**src/rtl/data_memory_pipelined.sv**
```systemverilog
// Word-addressed data memory for the load/store path.
// Requests use a valid/ready handshake and carry per-byte write strobes.
// Responses come out of a fixed-latency pipeline.
// Misaligned and out-of-range requests are flagged rather than aliased.
// After reset the array is zero-filled one word per cycle.
//
// state    | meaning
// ---------+---------------------------------------------------------
// ST_CLEAR | zero-filling word[clr_cnt], requests refused
// ST_RUN   | accepting one request per cycle, responses RD_LAT later
module data_memory_pipelined #(
   parameter int WIDTH  = 64,
   parameter int DEPTH  = 64,
   parameter int ADDR_W = 64,
   parameter int RD_LAT = 2
) (
   input  logic                clk,
   input  logic                rst_n,
   input  logic                req_valid,
   output logic                req_ready,
   input  logic                req_we,
   input  logic [ADDR_W-1:0]   req_addr,
   input  logic [WIDTH-1:0]    req_wdata,
   input  logic [WIDTH/8-1:0]  req_be,
   output logic                rsp_valid,
   output logic [WIDTH-1:0]    rsp_rdata,
   output logic                rsp_err
);

   localparam int BYTES = WIDTH / 8;
   localparam int BOFF  = $clog2(BYTES);
   localparam int IDX_W = $clog2(DEPTH);
   localparam logic [ADDR_W-1:0] OFF_MASK = ADDR_W'(BYTES - 1);

   typedef enum logic {
      ST_CLEAR = 1'b0,
      ST_RUN   = 1'b1
   } state_t;

   state_t            state_q, state_d;
   logic [IDX_W-1:0]  clr_cnt_q, clr_cnt_d;
   logic              clr_we;

   logic [WIDTH-1:0]  mem_q [DEPTH];

   logic              accept;
   logic              req_err;
   logic [ADDR_W-1:0] word_addr;
   logic [IDX_W-1:0]  req_idx;
   logic [WIDTH-1:0]  rd_word;

   logic [RD_LAT-1:0] pipe_vld_q, pipe_vld_d;
   logic [RD_LAT-1:0] pipe_err_q, pipe_err_d;
   logic [WIDTH-1:0]  pipe_dat_q [RD_LAT];
   logic [WIDTH-1:0]  pipe_dat_d [RD_LAT];

   // Next-state logic: sweep the clear counter once, then sit in RUN
   always_comb begin
      state_d   = state_q;
      clr_cnt_d = clr_cnt_q;
      clr_we    = 1'b0;
      req_ready = 1'b0;
      case (state_q)
         ST_CLEAR: begin
            clr_we    = 1'b1;
            clr_cnt_d = clr_cnt_q + 1'b1;
            if (clr_cnt_q == IDX_W'(DEPTH - 1)) begin
               state_d = ST_RUN;
            end
         end
         ST_RUN: begin
            req_ready = 1'b1;
         end
         default: begin
            state_d = ST_CLEAR;
         end
      endcase
   end

   // Address decode: the full upper address takes part in the range check, so nothing aliases
   always_comb begin
      accept    = req_valid & req_ready;
      word_addr = req_addr >> BOFF;
      req_err   = ((req_addr & OFF_MASK) != '0) | (word_addr >= ADDR_W'(DEPTH));
      req_idx   = word_addr[IDX_W-1:0];
      rd_word   = mem_q[req_idx];
   end

   // Response pipeline: data is zeroed at entry so idle, write and error slots carry no data
   always_comb begin
      pipe_vld_d    = '0;
      pipe_err_d    = '0;
      pipe_vld_d[0] = accept;
      pipe_err_d[0] = accept & req_err;
      pipe_dat_d[0] = (accept & ~req_we & ~req_err) ? rd_word : '0;
      for (int s = 1; s < RD_LAT; s++) begin
         pipe_vld_d[s] = pipe_vld_q[s-1];
         pipe_err_d[s] = pipe_err_q[s-1];
         pipe_dat_d[s] = pipe_dat_q[s-1];
      end
   end

   // Control and pipeline registers; reset drops anything in flight
   always_ff @(posedge clk) begin
      if (!rst_n) begin
         state_q    <= ST_CLEAR;
         clr_cnt_q  <= '0;
         pipe_vld_q <= '0;
         pipe_err_q <= '0;
         for (int s = 0; s < RD_LAT; s++) begin
            pipe_dat_q[s] <= '0;
         end
      end else begin
         state_q    <= state_d;
         clr_cnt_q  <= clr_cnt_d;
         pipe_vld_q <= pipe_vld_d;
         pipe_err_q <= pipe_err_d;
         for (int s = 0; s < RD_LAT; s++) begin
            pipe_dat_q[s] <= pipe_dat_d[s];
         end
      end
   end

   // Storage array: clear sweep or a strobed write; nothing commits while reset is held
   always_ff @(posedge clk) begin
      if (rst_n) begin
         if (clr_we) begin
            mem_q[clr_cnt_q] <= '0;
         end else if (accept & req_we & ~req_err) begin
            for (int b = 0; b < BYTES; b++) begin
               if (req_be[b]) begin
                  mem_q[req_idx][8*b +: 8] <= req_wdata[8*b +: 8];
               end
            end
         end
      end
   end

   assign rsp_valid = pipe_vld_q[RD_LAT-1];
   assign rsp_err   = pipe_err_q[RD_LAT-1];
   assign rsp_rdata = pipe_dat_q[RD_LAT-1];

endmodule

```
**config.mk**
```make
export PLATFORM = sky130hd
export DESIGN_NAME = data_memory_pipelined
export DESIGN_NICKNAME = d
export VERILOG_FILES = /design/src/rtl/data_memory_pipelined.sv
export SDC_FILE = /design/constraint.sdc
export NUM_CORES = 2
export LEC_CHECK = 0
export CORE_MARGIN = 5
export CORE_UTILIZATION = 40
export CTS_BUF_LIST = sky130_fd_sc_hd__clkbuf_2
export DETAILED_ROUTE_END_ITERATION = 10
export PLACE_DENSITY_LB_ADDON = 0.3
export SLEW_MARGIN = 0
export SYNTH_ARGS = -nofsm -noshare
export SYNTH_HDL_FRONTEND = slang
export SYNTH_MEMORY_MAX_BITS = 65536
export SYNTH_SLANG_ARGS = --single-unit
```
**constraint.sdc**
```tcl
create_clock -name clk -period 4.4 [get_ports clk]
set_input_delay 1.32 -clock clk [delete_from_list [all_inputs] [get_ports clk]]
set_output_delay 1.32 -clock clk [all_outputs]
set_load 0.02 [all_outputs]
```
# After elaboration in Yosys (flattened, before gate mapping)
# Memory sizes are Yosys's and may differ from the RTL's.
# Index checks and enable logic that the tools add are counted.
# word_totals
n_memories,2
ff_bits,11
ram_bits,4224
input_bits,140
# classes
bitwise_logic,11
n_lt_le_gt_ge,1
n_reduce_logical,2
addsub,1
muxes,54
eq_ne,1
# mem_list
name,depth,width,rd,rd_clocked_by_memory_dff,wr,line,rtl
mem_q,64,64,1,0,1,44,logic [WIDTH-1:0] mem_q [DEPTH];
pipe_dat_q,2,64,2,0,2,54,logic [WIDTH-1:0] pipe_dat_q [RD_LAT];
# op_table
op,n
$mux 64,4
$reduce_bool 64->1,1
$reduce_or 64->1,1
$ge 61x7->1 const B,1
$mux 1,48
$mux 8,1
$add 6x1->6 const B,1
$and 1x1->1,6
$eq 6x6->1 const B,1
$mux 6,1
$or 1x1->1,3
$not 1->1,2

# Depth between registers and ports, before layout
# logic_depth
depth_word,10
mapped_depth,11
depth_no_buf,6

# Least setup slack after synthesis
# OpenSTA, ideal clock, no wires.
# synth_timing
kind,input port to flip-flop
from,input port req_addr[50]
to,"memory mem_q[0][10], data pin"
path_slack_ns,0.252
t_arrival_ns,3.781
cell_stages,8
setup_ns,0.367
cell_sequence,nor4_1 -> nand4_1 -> nor4_4 -> and4b_1 -> buf_4 -> clkbuf_1 -> clkbuf_1 -> and2_1
# synth_between
elab_chain_len,10
word_cells_on_any_way,38
classes_between,1 x order compare; 33 x mux; 3 x bitwise; 1 x reduce/logical
# synth_lines
item,line,rtl
"start, declared",22,"input logic [ADDR_W-1:0] req_addr,"
$ge 61x7->1 (*),84,req_err = ((req_addr & OFF_MASK) != '0) | (word_addr >= ADDR_W'(DEPTH));
$or 1x1->1 (*),84,
$not 1->1 (*),129,end else if (accept & req_we & ~req_err) begin
$and 1x1->1 (*),129,
$mux 1,129,
$mux 1,127,if (clr_we) begin
$mux 1,126,if (rst_n) begin
$mux 1 (implied by the code),132,mem_q[req_idx][8*b +: 8] <= req_wdata[8*b +: 8];
$reduce_or 64->1 (no line) (*),n/a,
$mux 64 (no line) (*),n/a,
"end, declared",44,
# Every way passes the cells marked *; elsewhere a longest branch is shown, timed or not.

# Worst setup path after layout
# layout_timing
from,register state_q
to,output port req_ready
# layout_between
elab_chain_len,1
# layout_lines
item,line,rtl
"start, declared",40,"state_t state_q, state_d;"
"start signal, assigned",114,state_q <= state_d;
$mux 1,63,case (state_q)
"end, declared",20,"output logic req_ready,"
# Every way passes these cells.

==> key figures <==
Run status
  – Status: finished, final reports clean

Yosys
  – Synth top area cells: edfxtp_1, mux4_2, mux2i_1, dfxtp_1, a22oi_1
  – Cell area after synthesis: 165100 um^2
  – Async SR Flop Fraction: 0%
  – Top cell type's share of synthesized area: between 70% and 80%
  – Library cell with the largest summed area after synthesis: edfxtp_1
  – Netlist cell types: 62
  – Post-Syn Nets: 8825
  – Post-synth EDFFs: between 4k and 5k
  – Syn Area/Cell: approximately 19 um^2
  – Seq/Total Area, Yosys: 76.20%
  – Cells after synthesis: 8684
  – Ys Warns: 0
  – Seq cells post-synth: 4235
  – Synth Flop Type: edfxtp_1

Run
  – Max-cap violations: 0

Routing
  – Drt via density: 5.840
  – Vias: ~97k
  – Detailed Routing Iterations Pass 1: 8
  – DR WL/cell: between 30 and 40 um
  – Post-route ant nets: 0
  – WL final: 535.6 mm
  – 1st-iter DRT viols: approximately 13k
  – Drc violations: 0

Power
  – Pwr Density: 380.5 nW/um^2
  – Leak: slightly above 60 nW
  – Max rail drop VDD: 0.0002328 V

GRT
  – Antenna violations before repair: 59
  – Vias in the first global route: 97.46k
  – GRT overflow: 0
  – Pin count of the biggest net entering global routing: 70
  – Global Route Usage Sum: 24.83%
  – Global-route wire length before repair: roughly 740 mm

Min path
  – Hold WC Path Type: input pin to flop

Clock tree
  – TritonCTS clock tree: done
  – CTS Buf Count: between 1k and 1.5k
  – Root Buffer: clkbuf_2
  – Insertion delay to the later sink of the worst-skew pair: 2260 ps
  – Clk sink count: 4235
  – Clock Tree Buf Depth: 5
  – H-tree levels: 7
  – Reg clk slew, reported paths: 100 ps

Placed design
  – DP Cell Count: approximately 15k
  – Placed cell area: about 180000 um^2
  – Port Buffers: slightly above 200
  – Final HPWL DP: 359.5 mm
  – Final Wtd Congestion: 0.9261
  – Minimum setup slack after placement: -1687 ps

Critical path
  – WP data required: about 3000 ps
  – Startpoint Class: flop
  – Worst Setup End Kind: primary output
  – Worst Path Arrival: 2830 ps
  – Setup CP Type: flop to primary output
  – Crit-path max FO: 7

STA
  – Final Hold Vio Count: 0
  – Final Max Tran Viols: 0
  – Fin crit period: 4153 ps
  – Setup violators final: 0
  – Final TNS setup: 0 ps
  – Final setup margin: 247.1 ps
  – Actual slew at the worst max-slew pin: 1417 ps
  – Final worst path period share: between 90% and 100%
  – Final hold slack: 335.1 ps
  – Fin Clk Skew: 198.4 ps
  – Relative slew slack: 5.191%
  – Fmax: 240.8 MHz

Final layout
  – Fillers: 35.05k
  – Share of layout cells above drive strength 1: 31.93%
  – Nets: roughly 11k
  – Final Cell Area: 192700 um^2
  – Final cell count without fillers: 16.66k
  – Layout area overhead: 16.75%

Floorplanning
  – Die X: 652.4 um
  – CORE AREA: around 400000 um^2
  – Num rows: 236
  – I/O pin total: between 200 and 250
  – Initial Util: 40.04%
  – Die area: ~430000 um^2
  – Die Y: between 600 and 700 um
==> worst paths after layout <==
path	slack [ps]	to	startpoint	cells past startpoint
max	250	req_ready	state_q$_SDFF_PN0_	2
min	340	pipe_dat_q[0][24]$_SDFF_PN0_	req_we	5
max reg2reg	600	mem_q[43][61]$_DFFE_PP_	state_q$_SDFF_PN0_	12
min reg2reg	410	pipe_dat_q[0][110]$_SDFF_PN0_	pipe_dat_q[0][46]$_SDFF_PN0_	1
==> power breakdown <==
group          switching (W)  internal, W
registers          0.0000398       0.0436
logic                0.00243      0.00137
clock network         0.0156       0.0103
total                 0.0181       0.0552
==> cell families after synthesis <==
group           count (synthesis)  synth area share, %
buf+inv                       572                1.664
fa+ha+maj                       1             0.007579
xor+xnor                        5              0.02654
flops                        4235                76.20
mux                          1487                13.73
simple gates                 1289                3.799
compound gates               1095                4.569
==> cell type report <==
cell class | instances | area, um^2 | share of cell area (%)
clock buffer | 1533 | 7672 | 3.981
tap | 5474 | 6849 | 3.554
timing repair buffer | 1216 | 13300 | 6.900
antenna | 42 | 105.1 | 0.05454
clock inverter | 281 | 1541 | 0.7999
sequential | 4235 | 125800 | 65.28
multi-input combinational | 3877 | 37420 | 19.42
inverter | 5 | 30.03 | 0.01558
==> per-stage QoR <==
step	utilization, %	power, W
floorplan	-	0.04640
global placement	44.34	0.04822
detailed placement	44.34	0.04824
CTS	46.71	0.07382
global route	46.74	0.07623
finish	46.75	0.07332
==> routing by layer <==
layer / global-route usage, % / wire length, um / vias to the layer above
met3: 7.475 / 59980 / 1046
met4: 12.61 / 25040 / 10
met5: 0 / 71 / -
li1: - / - / 39600
met2: 37.48 / 246900 / 6391
met1: 32.69 / 203600 / 50280
==> critical path: stages (launching register included) <==
cell,delay (ps)
dfxtp_4,360
buf_12,150
buf_8,130
==> synthesized netlist by cell type (all sizes together), types with 17 or more instances <==
cell	count
o22ai	30
nand2	192
nand4	20
a21oi	172
buf	265
a22o	17
nand3	114
a221oi	89
a22oi	338
mux2	73
nor2	492
a211oi	40
clkbuf	302
nor3	175
dfxtp	139
o221a	20
a31oi	70
edfxtp	4096
mux4	614
and2	138
nor2b	56
o221ai	62
and3	63
o21ai	199
mux2i	800
==> flip-flops by register name, summed over array words and instances, names as in the netlist <==
name	cells
clr_cnt_q	6
mem_q	4096
pipe_dat_q	128
pipe_err_q	2
pipe_vld_q	2
state_q	1
==> timing repair <==
item,4_1_cts,5_1_grt
setup buffers,1,0
hold buffers,71,0
endpoints found under the hold margin,3489,0
resized for setup,247,0
setup endpoints to repair,67,0
==> layout by cell type (no fill, tap or decap), types with 30 or more instances in the layout <==
cell type and count:
edfxtp_1 4096, clkbuf_2 1533, mux2i_1 748, buf_4 662, mux4_2 614, nor2_1 475
a22oi_1 335, buf_12 287, o21ai_0 194, clkinv_1 192, nand2_1 188, a21oi_1 164
dfxtp_1 134, clkdlybuf4s50_1 132, nor3_1 125, nand3_1 114, a221oi_1 89, mux2_2 73
and2_1 72, dlygate4sd3_1 71, a31oi_1 70, and2_2 65, o221ai_1 62, and3_1 60
nor3_2 50, nor2b_1 48, diode_2 42, a211oi_1 40, clkinv_2 38, mux2i_4 36
inv_2 32, buf_2 32, o22ai_1 30
Power figures use the tool's default switching activity.
